<file path="config.mk">
export PLATFORM = sky130hd
export DESIGN_NAME = bit_serial_alu_ctrl
export DESIGN_NICKNAME = d
export VERILOG_FILES = /design/src/rtl/bit_serial_alu_ctrl.sv
export SDC_FILE = /design/constraint.sdc
export NUM_CORES = 1
export LEC_CHECK = 0
export CORE_UTILIZATION = 45
export CTS_BUF_LIST = sky130_fd_sc_hd__clkbuf_4
export CTS_CLUSTER_DIAMETER = 30
export DETAILED_ROUTE_END_ITERATION = 12
export PLACE_DENSITY = 0.76
export SLEW_MARGIN = 30
export SYNTH_ARGS = -nofsm -noshare
export SYNTH_HDL_FRONTEND = slang
export SYNTH_SLANG_ARGS = --single-unit
export TNS_END_PERCENT = 5
</file>
<file path="constraint.sdc">
create_clock -name clk -period 3.2 [get_ports clk]
set_clock_uncertainty 0.15 [all_clocks]
set_input_delay 0.64 -clock clk [delete_from_list [all_inputs] [get_ports clk]]
set_output_delay 0.64 -clock clk [all_outputs]
set_load 0.02 [all_outputs]
</file>
<file path="src/rtl/bit_serial_alu_ctrl.sv">
// -----------------------------------------------------------------------------
// bit_serial_alu_ctrl
//
// Runs WIDTH-bit ALU operations through a single-bit ALU slice, one bit per
// clock, LSB first. Operand and result shift registers plus a registered carry
// carry the state between bits. The command encoding is the same as the
// single-bit ALU's:
//   000 ADD, 001 SUB, 010 XOR, 011 SLT, 100 AND, 101 NAND, 110 NOR, 111 OR
//
// Optional feature macro: BSALU_FLAGS_EN
//   defined   : zero/overflow are computed and registered at RUN->DONE
//   undefined : zero/overflow are tied to 0 and the flag logic is removed
//
// Ports
//   clk        in   1      rising-edge clock
//   reset      in   1      asynchronous active-high reset
//   in_valid   in   1      operation request valid
//   in_ready   out  1      request can be accepted (IDLE only)
//   operandA   in   WIDTH  operand A, sampled on accept
//   operandB   in   WIDTH  operand B, sampled on accept
//   command    in   3      ALU command
//   out_valid  out  1      result valid (DONE only)
//   out_ready  in   1      consumer takes the result
//   result     out  WIDTH  operation result, stable while out_valid
//   carryout   out  1      final carry of ADD/SUB/SLT, 0 for logic ops
//   overflow   out  1      signed overflow of ADD/SUB
//   zero       out  1      result == 0
// -----------------------------------------------------------------------------
module bit_serial_alu_ctrl #(
  parameter int WIDTH = 32
) (
  input  logic             clk,
  input  logic             reset,
  input  logic             in_valid,
  output logic             in_ready,
  input  logic [WIDTH-1:0] operandA,
  input  logic [WIDTH-1:0] operandB,
  input  logic [2:0]       command,
  output logic             out_valid,
  input  logic             out_ready,
  output logic [WIDTH-1:0] result,
  output logic             carryout,
  output logic             overflow,
  output logic             zero
);

  localparam int CNT_W = $clog2(WIDTH);
  localparam logic [CNT_W-1:0] LAST_BIT = CNT_W'(WIDTH - 1);

  localparam logic [2:0] CMD_ADD  = 3'b000;
  localparam logic [2:0] CMD_SUB  = 3'b001;
  localparam logic [2:0] CMD_XOR  = 3'b010;
  localparam logic [2:0] CMD_SLT  = 3'b011;
  localparam logic [2:0] CMD_AND  = 3'b100;
  localparam logic [2:0] CMD_NAND = 3'b101;
  localparam logic [2:0] CMD_NOR  = 3'b110;
  localparam logic [2:0] CMD_OR   = 3'b111;

  typedef enum logic [1:0] {
    S_IDLE = 2'd0,
    S_RUN  = 2'd1,
    S_DONE = 2'd2
  } state_t;

  // SUB and SLT are computed as A + ~B + 1.
  function automatic logic f_is_sub(input logic [2:0] cmd);
    return (cmd == CMD_SUB) || (cmd == CMD_SLT);
  endfunction

  function automatic logic f_is_arith(input logic [2:0] cmd);
    return (cmd == CMD_ADD) || (cmd == CMD_SUB) || (cmd == CMD_SLT);
  endfunction

  // One-bit ALU slice: returns {carry_out, bit_out}.
  function automatic logic [1:0] f_slice(input logic [2:0] cmd, input logic a,
                                         input logic b, input logic cin);
    logic [1:0] v_out;
    v_out = 2'b00;
    case (cmd)
      CMD_ADD, CMD_SUB, CMD_SLT: v_out = {(a & b) | (cin & (a ^ b)), a ^ b ^ cin};
      CMD_XOR:  v_out = {1'b0, a ^ b};
      CMD_AND:  v_out = {1'b0, a & b};
      CMD_NAND: v_out = {1'b0, ~(a & b)};
      CMD_NOR:  v_out = {1'b0, ~(a | b)};
      CMD_OR:   v_out = {1'b0, a | b};
      default:  v_out = 2'b00;
    endcase
    return v_out;
  endfunction

  state_t           r_state;
  logic [CNT_W-1:0] r_cnt;
  logic             r_carry;
  logic [WIDTH-1:0] r_a;
  logic [WIDTH-1:0] r_b;
  logic [2:0]       r_cmd;
  // Holds the WIDTH-1 bits produced so far; the last bit goes straight
  // into result on the final edge.
  logic [WIDTH-2:0] r_sh;

  logic [1:0]       w_slice;
  logic             w_bit;
  logic             w_cout;
  logic             w_ovf;
  logic             w_accept;
  logic             w_last;
  logic [WIDTH-1:0] w_shift;
  logic [WIDTH-1:0] w_final;

  assign w_slice  = f_slice(r_cmd, r_a[0], r_b[0], r_carry);
  assign w_bit    = w_slice[0];
  assign w_cout   = w_slice[1];
  // On the final bit r_carry is the carry into the MSB.
  assign w_ovf    = r_carry ^ w_cout;
  assign w_accept = (r_state == S_IDLE) && in_valid;
  assign w_last   = (r_state == S_RUN) && (r_cnt == LAST_BIT);
  assign w_shift  = {w_bit, r_sh};
  // SLT: signed less-than is sign(A-B) corrected by the subtract overflow.
  assign w_final  = (r_cmd == CMD_SLT) ? {{(WIDTH-1){1'b0}}, w_bit ^ w_ovf} : w_shift;

  // Datapath shift registers: only meaningful between accept and DONE,
  // so they carry no reset.
  always_ff @(posedge clk) begin
    if (w_accept) begin
      r_a   <= operandA;
      r_b   <= f_is_sub(command) ? ~operandB : operandB;
      r_cmd <= command;
    end else if (r_state == S_RUN) begin
      r_a   <= {1'b0, r_a[WIDTH-1:1]};
      r_b   <= {1'b0, r_b[WIDTH-1:1]};
      r_sh  <= w_shift[WIDTH-1:1];
    end
  end

  // Sequencer FSM with registered handshake and result outputs.
  always_ff @(posedge clk or posedge reset) begin
    if (reset) begin
      r_state   <= S_IDLE;
      r_cnt     <= '0;
      r_carry   <= 1'b0;
      in_ready  <= 1'b1;
      out_valid <= 1'b0;
      result    <= '0;
      carryout  <= 1'b0;
    end else begin
      case (r_state)
        S_IDLE: begin
          if (in_valid) begin
            r_state  <= S_RUN;
            in_ready <= 1'b0;
            r_cnt    <= '0;
            r_carry  <= f_is_sub(command);
          end
        end
        S_RUN: begin
          if (f_is_arith(r_cmd)) begin
            r_carry <= w_cout;
          end
          if (r_cnt == LAST_BIT) begin
            r_state   <= S_DONE;
            r_cnt     <= '0;
            out_valid <= 1'b1;
            result    <= w_final;
            carryout  <= f_is_arith(r_cmd) & w_cout;
          end else begin
            r_cnt <= r_cnt + 1'b1;
          end
        end
        S_DONE: begin
          if (out_ready) begin
            r_state   <= S_IDLE;
            out_valid <= 1'b0;
            in_ready  <= 1'b1;
          end
        end
        default: begin
          r_state   <= S_IDLE;
          in_ready  <= 1'b1;
          out_valid <= 1'b0;
        end
      endcase
    end
  end

`ifdef BSALU_FLAGS_EN
  // Flags update only on the final RUN edge so they never move mid-operation.
  always_ff @(posedge clk or posedge reset) begin
    if (reset) begin
      overflow <= 1'b0;
      zero     <= 1'b0;
    end else if (w_last) begin
      overflow <= ((r_cmd == CMD_ADD) || (r_cmd == CMD_SUB)) & w_ovf;
      zero     <= (w_final == '0);
    end
  end
`else
  assign overflow = 1'b0;
  assign zero     = 1'b0;
`endif

endmodule

</file>
# Word level (Yosys, flattened, before mapping)
# Index checks and enable logic that the tools add are counted.
[word_totals]
wordCells = 82
input_bits = 71
register_bits = 141
output_inout_bits = 37
[classes]
n_eq_ne = 16
bitwise_logic = 15
reduce_logical = 16
addsub = 1
n_mux = 23
[op_table]
columns = ["operator", "n"]
rows = [
  ["32-bit 2-to-1 mux", 6],
  ["32-bit NOT", 1],
  ["3-bit == test, second input constant", 4],
  ["2-bit case mux with 6 select lines", 1],
  ["3-bit AND reduction", 4],
  ["5-bit 2-to-1 mux", 2],
  ["5-bit case mux with 2 select lines", 1],
  ["3-bit by 2-bit == test with 1-bit output, second input constant", 3],
  ["3-bit by 1-bit == test with 1-bit output, second input constant", 2],
  ["1-bit 2-to-1 mux", 6],
  ["2-bit 2-to-1 mux", 3],
  ["1-bit case mux with 3 select lines", 2],
  ["2-bit case mux with 3 select lines", 1],
  ["2-bit AND reduction", 3],
  ["5-bit by 1-bit adder with 5-bit output, second input constant", 1],
  ["5-bit == test, second input constant", 1],
  ["1-bit NOT", 5],
  ["2-bit by 1-bit inequality test with 1-bit output, second input constant", 2],
  ["2-bit inequality test, second input constant", 2],
  ["2-bit nonzero test", 2],
  ["1-bit bitwise XOR", 4],
  ["1-bit bitwise AND", 3],
  ["3-bit zero test", 1],
  ["1-bit logical OR", 3],
  ["other kinds (7)", 8],
]

# Logic depth before layout (Yosys ltp)
# Gate-level depths: netlist (run 1).
[depth]
word_depth = 7
depth_mapped = 8
depth_no_buf = 6

# Least setup slack after synthesis (run 1)
# Ideal clock, no wire load.
[synth_timing]
path_type = "input-to-reg"
from = "input port in_valid"
to = "register r_a[0], enable pin"
n_path_buf = 2
stages = 4
required_time_ns = 2.626
arrival_ns = 2.719
setup_ns = 0.424
path_slack_ns = -0.093
cell_sequence = "or3b_4 -> buf_6 -> buf_2 -> nand2_1"
[synth_between]
elab_chain_len = 2
[synth_rtl]
columns = ["element", "line_no", "rtl"]
rows = [
  ["from (decl)", "34", "input logic in_valid,"],
  ["1-bit logical AND", "115", "assign w_accept = (r_state == S_IDLE) && in_valid;"],
  ["2-bit nonzero test (no source line)", "n/a", ""],
  ["to (signal assigned)", "125", "r_a <= operandA;"],
  ["to (signal assigned)", "129", "r_a <= {1'b0, r_a[WIDTH-1:1]};"],
  ["to (decl)", "94", "logic [WIDTH-1:0] r_a;"],
]
# No other way between the ends.
# A chain may end at the register's enable or synchronous reset.

# Worst setup path in the final report (run 1)
[layout_timing]
from = "register in_ready"
to = "output port in_ready"
[layout_lines]
columns = ["element", "line_no", "rtl"]
rows = [
  ["from (decl)", "35", "output logic in_ready,"],
  ["from (signal assigned)", "141", "in_ready <= 1'b1;"],
  ["from (signal assigned)", "150", "in_ready <= 1'b0;"],
  ["from (signal assigned)", "173", "in_ready <= 1'b1;"],
]
# No word-level cell between the ends.

==> flow_summary.toml, run 1 <==
[timing]
max_clock_freq_mhz = 406
final_hold_viol_count = 0
grt_setup_unrepaired = "false"
finalWorstPathRequiredPeriod_ps = 2470
timing.slew.headroom_pct = 54.7
maxSlewViolCount = 0
timing.setup.tns_ps = 0
timing.final.crit_share_pct = 77.0
finalSetupViolCount = 0
hold-worst-slack_ps = 306
worst_pin_slew_ps = 678

[finish]
finalNetCount = 639
core_occupancy_in_the_finished_layout_pct = 57.9
final.fill_count = 1093
synthToLayoutAreaGrowth_pct = 25.3
final_layout_size_suffix_gt1_share_pct = 8.16
mostFrequentLayoutCells = "137 x sky130_fd_sc_hd__nand2_1, 105 x sky130_fd_sc_hd__clkdlybuf4s50_1, 98 x sky130_fd_sc_hd__edfxtp_1"
num_antenna_cells = 0
most_common_cell_after_layout_fill_and_taps_aside = "sky130_fd_sc_hd__nand2_1"

[global_route]
grt_use_met1_pct = 21.9
grt_first_pass_wirelength_um = 16600
largest_net_degree_at_the_start_of_global_routing = 59
grt.met2_usage_pct = 25.2
grt_overflow_total = 0
grtUsageMet3_pct = 5.44
global_routing_usage_summed_across_all_routing_layers_pct = 16.4
antenna_found_initial = 0
busiest_layer = "met2"
grt_pass1_vias = 3467

[clock_tree]
clk_transition_reported_paths_ps = 120
cts.root.buffer_cell = "sky130_fd_sc_hd__clkbuf_4"
worstSkewPairLatency_ps = 510
cts_max_path_buffers = 2
cts.sinks = 141
cts_post_setup_buffers_inserted = 0
post_cts_hold_buffer_count = 0
cts-resized-gates = 0
tritoncts_buffer_count = 17
cts_tree = "built"
cts_max_level = 4

[status]
outcome = "completed"

[drt]
drt_drc_violations_left = 0
antenna_left = 0
postRouteWirelength_um = 10000
drt_first_pass_iters = 4
detailedRoute.firstIterationViolations = 183
wire_length_per_cell_after_detailed_routing_um = 13.4
dr_total_vias = 3647
vias_per_cell = 4.88

[logic_synthesis]
synth_warn = 0
synth_top_area_cell = "sky130_fd_sc_hd__edfxtp_1"
syn_avg_cell_area_um2 = 12.8
postSynthCellCount = 457
synth.lib_cells_used.distinct = 39
yosys.area.top_type_share_pct = 50.5
netlist_top_cells_area = "sky130_fd_sc_hd__edfxtp_1 50%, sky130_fd_sc_hd__dfrtp_1 18%, sky130_fd_sc_hd__nand2_1 8.9%"
ys_seq_elements = 141
syn_area_um2 = 5830
seq_area_frac_synth_pct = 68.9

[critical_path]
worstPathRequired_ps = 2410
timing.setup.critical_path_class = "flip-flop to output port"
crit_path_max_incr_delay_ps = 600
critical_path.n_buffers_inverters = 1
critical_path.cell_chain = "clkdlybuf4s50_1"
critical_path_arrival_ps = 1680
worstSetupStartpointType = "flip-flop"
timing.critical_path.max_delay_family = "buffers and inverters"
sort_of_element_at_the_end_of_the_critical_path = "output port"
critPathMaxFanout = 3
crit_slowest_cell = "sky130_fd_sc_hd__clkdlybuf4s50_1"

[place]
hpwlAfterDp_um = 6770
final_estimated_routing_congestion_in_global_placement = 0.761
port-buffer-count = 105

[power]
power.internal_mw = 4.22
power_per_cell_area_nw_per_um2 = 834
max-vdd-ir-drop_mv = 0.392
power_frac_clock_pct = 18.6
p_leak_nw = 3.01
seqPwrFrac_pct = 55.5
net_switching_power_mw = 1.87
switching_share_pct = 30.7
share_comb_of_total_power_pct = 25.9

[floorplanning]
row_count = 41
design.core.area_um2 = 12600
fp.dieH_um = 116
floorplan.die.width_um = 116
initial_core_util_pct = 46.2
io_pins = 108
die_area_um2 = 13400

[run]
drv.max_cap_violation_count = 0

[hold_path]
timing.hold.worst.class = "flip-flop to flip-flop"
[stage by stage]
stage	instance area (um^2)	setup WS [ps]	total power [mW]	cells
2_1_floorplan	5840	532	4.40	458
3_3_place_gp	7020	370	4.94	716
3_5_place_dp	7020	338	5.02	716
4_1_cts	7310	668	6.16	748
5_1_grt	7310	629	6.50	748
6_report	7310	735	6.09	748
[flip-flops by register name (all words and copies together), names as in the netlist]
name / cells
carryout: 1
in_ready: 1
out_valid: 1
r_a: 32
r_b: 32
r_carry: 1
r_cmd: 3
r_cnt: 5
r_sh: 31
r_state: 2
result: 32
[synth_stat cells, drive strengths merged]
library cell and number:
clkinv 1, nor3 1, dfrtp 42, o41ai 1, nand2 138, buf 23, o211ai 1, a22o 30
conb 1, xor3 1, mux2i 3, a31oi 1, nand2b 4, a2bb2oi 1, a21oi 2, xnor2 32
o311ai 1, edfxtp 98, nand3b 2, or4b 1, o21ai 34, or4 1, and3 1, clkbuf 5
dfstp 1, o31ai 3, fa 1, inv 6, o22ai 1, nor2b 3, or3b 2, and2 1
nand3 6, nor2 4, ha 4
[layout make-up]
type | count | area [um^2] | share of cell area, %
clock buffers | 17 | 128 | 1.75
clock inverters | 15 | 159 | 2.17
inverters | 7 | 31.3 | 0.428
multi-input cells | 282 | 1620 | 22.2
flip-flops and latches | 141 | 4020 | 55.0
well taps | 172 | 215 | 2.95
repair buffers | 114 | 1130 | 15.5
[final timing paths]
check	startpoint	endpoint	slack (ps)	cells after the start
worst max-delay path	in_ready	in_ready	730	1
worst min-delay path	r_sh[29]	r_sh[28]	310	0
worst max register to register	r_cnt[0]	result[11]	970	6
worst min register to register	r_sh[29]	r_sh[28]	310	0
max in group asynchronous	reset	in_ready	2120	3
min in group asynchronous	reset	result[31]	410	3
[cells by family (layout without fill, tap and decap cells)]
logic type,count (synthesis),in the layout,synth area share (%)
and+or+nand+nor,164,164,11.6
DFF,141,141,68.9
AOI/OAI and AO/OA,75,75,8.86
buffers and inverters,35,153,3.60
xor gates and xnor gates,33,33,5.21
adders and majority gates,5,5,1.20
muxes,3,3,0.515
other,1,2,0.0643
[power by group through the flow]
stage               logic [mW]  registers (mW)  clock network [mW]
finish                    1.58            3.38                1.14
floorplan                0.946            3.45                   0
global placement          1.54            3.40                   0
detailed placement        1.60            3.42                   0
CTS                       1.61            3.39                1.17
global route              1.78            3.48                1.24
[per-layer routing]
metal  up-vias  wire (um)
met5         -          0
li1       1807          -
met3         8        614
met2       121       4610
met4         0        117
met1      1711       4660
Note: power is estimated with default switching activity, not from simulation.
==> inputs of run 2 (changes only) <==
==> constraint.sdc (replaced) <==
create_clock -name clk -period 2.2 [get_ports clk]
set_clock_uncertainty 0.15 [all_clocks]
set_input_delay 0.44 -clock clk [delete_from_list [all_inputs] [get_ports clk]]
set_output_delay 0.44 -clock clk [all_outputs]
set_load 0.02 [all_outputs]
==> flow_summary.toml, run 2 (synthesized netlist as in run 1, its figures left out) <==
[drt]
antenna_left = 0
vias_per_cell = 4.89
drt_first_pass_iters = 5
postRouteWirelength_um = 10500
wire_length_per_cell_after_detailed_routing_um = 13.9
detailedRoute.firstIterationViolations = 210
drt_drc_violations_left = 0
dr_total_vias = 3710

[clock_tree]
cts_tree = "built"
post_cts_hold_buffer_count = 0
cts_max_path_buffers = 2
cts.root.buffer_cell = "sky130_fd_sc_hd__clkbuf_4"
worstSkewPairLatency_ps = 520
cts.sinks = 141
cts_post_setup_buffers_inserted = 0
cts_max_level = 4
tritoncts_buffer_count = 17
clk_transition_reported_paths_ps = 130

[timing]
timing.final.crit_share_pct = 94.9
finalWorstPathRequiredPeriod_ps = 2090
max_clock_freq_mhz = 479
finalSetupViolCount = 0
maxSlewViolCount = 0
timing.slew.headroom_pct = 55.0
timing.setup.tns_ps = 0
worst_pin_slew_ps = 673
final_hold_viol_count = 0
grt_setup_unrepaired = "false"

[floorplanning]
design.core.area_um2 = 12600
floorplan.die.width_um = 116
initial_core_util_pct = 46.2
row_count = 41
io_pins = 108
fp.dieH_um = 116
die_area_um2 = 13400

[critical_path]
timing.setup.critical_path_class = "flip-flop to output port"
worstPathRequired_ps = 1610
critical_path.cell_chain = "clkdlybuf4s50_1"
sort_of_element_at_the_end_of_the_critical_path = "output port"
critical_path.n_buffers_inverters = 1
crit_path_max_incr_delay_ps = 630
timing.critical_path.max_delay_family = "buffers and inverters"
critPathMaxFanout = 2
crit_slowest_cell = "sky130_fd_sc_hd__clkdlybuf4s50_1"
worstSetupStartpointType = "flip-flop"
critical_path_arrival_ps = 1500

[global_route]
antenna_found_initial = 0
largest_net_degree_at_the_start_of_global_routing = 40
grt_pass1_vias = 3643
grt_overflow_total = 0
grt_first_pass_wirelength_um = 17500
global_routing_usage_summed_across_all_routing_layers_pct = 17.0

[finish]
final_cell_count_no_fill = 758
final.fill_count = 1032
layout.area.seq_um2 = 4020
biggestRegsByFlops = "r_a x32, r_b x32, result x32"
num_antenna_cells = 0
mostFrequentLayoutCells = "137 x sky130_fd_sc_hd__nand2_1, 98 x sky130_fd_sc_hd__edfxtp_1, 80 x sky130_fd_sc_hd__clkdlybuf4s50_1"
multi_input_area_um2 = 1630
final_layout_size_suffix_gt1_share_pct = 10.1
most_common_cell_after_layout_fill_and_taps_aside = "sky130_fd_sc_hd__nand2_1"
finalNetCount = 649
synthToLayoutAreaGrowth_pct = 29.7

[hold_path]
timing.hold.worst.class = "primary input to asynchronous set/reset pin"

[power]
power.internal_mw = 6.31
net_switching_power_mw = 2.86
seqPwrFrac_pct = 53.5
share_comb_of_total_power_pct = 27.1
switching_share_pct = 31.2
power_frac_clock_pct = 19.4
max-vdd-ir-drop_mv = 0.538
power_per_cell_area_nw_per_um2 = 1210
p_leak_nw = 3.47

[place]
post-place-cells = 726
final_estimated_routing_congestion_in_global_placement = 0.787
hpwlAfterDp_um = 7280
port-buffer-count = 105

[run]
drv.max_cap_violation_count = 0

[status]
outcome = "completed"
run 2: per-layer routing:
layer	share of wire, %	track usage (%)	routed length [um]	vias up
li1	-	-	-	1833
met1	46	22.9	4840	1747
met2	47	26.6	4910	124
met3	6.8	5.60	717	6
met4	0.46	4.10	48	0
met5	0	0	0	-
run 2: path summary, 6_finish.rpt:
check / startpoint / endpoint / slack, ps / cells after the start
setup reg to reg: r_cnt[0] / r_cnt[2] / 140 / 7
hold reg to reg: r_sh[10] / r_sh[9] / 310 / 0
min in group clk: r_sh[10] / r_sh[9] / 310 / 0
setup / recovery: result[31] / result[31] / 110 / 1
hold / removal: reset / result[12] / 100 / 2
max in group asynchronous: reset / in_ready / 1240 / 3
run 2: layout make-up:
class / count / area share, %
Sequential cell: 141 / 53.2
Multi-Input combinational cell: 282 / 21.6
Timing Repair Buffer: 124 / 17.9
Tap cell: 172 / 2.85
Clock inverter: 14 / 2.37
Clock buffer: 18 / 1.79
Inverter: 7 / 0.414
run 2: power groups by stage:
stage	clock [mW]	sequential [mW]	combinational (mW)
after global routing	1.95	5.04	2.79
after CTS	1.85	4.91	2.55
final	1.78	4.90	2.49
after floorplan	0	5.01	1.38
after global placement	0	4.92	2.45
after detailed placement	0	4.96	2.55
run 2: through the flow:
step / power, mW / area [um^2] / hold slack, ps / worst slack [ps] / util [%]
6_report: 9.17 / 7560 / 104 / 111 / 59.9
5_1_grt: 9.79 / 7560 / 79.3 / 1.62 / 59.9
4_1_cts: 9.30 / 7510 / 45.1 / 1.10 / 59.5
3_5_place_dp: 7.51 / 7200 / 288 / -15.4 / 57.1
3_3_place_gp: 7.38 / 7200 / 280 / -41.1 / 57.0
2_1_floorplan: 6.40 / 5840 / 277 / 64.7 / -
run 2: repair_timing:
item	in CTS	in global routing
endpoints found under the setup margin	5	21
gates cloned	0	0
gates resized for setup	5	21
==> inputs of run 3 (changes only) <==
--- a/config.mk
+++ b/config.mk
@@ -5,6 +5,7 @@
 export SDC_FILE = /design/constraint.sdc
 export NUM_CORES = 1
 export LEC_CHECK = 0
+export CAP_MARGIN = 0
 export CORE_UTILIZATION = 45
 export CTS_BUF_LIST = sky130_fd_sc_hd__clkbuf_4
 export CTS_CLUSTER_DIAMETER = 30
==> results of run 3 <==
Final layout, timing and power as in run 2 (identical DEF).
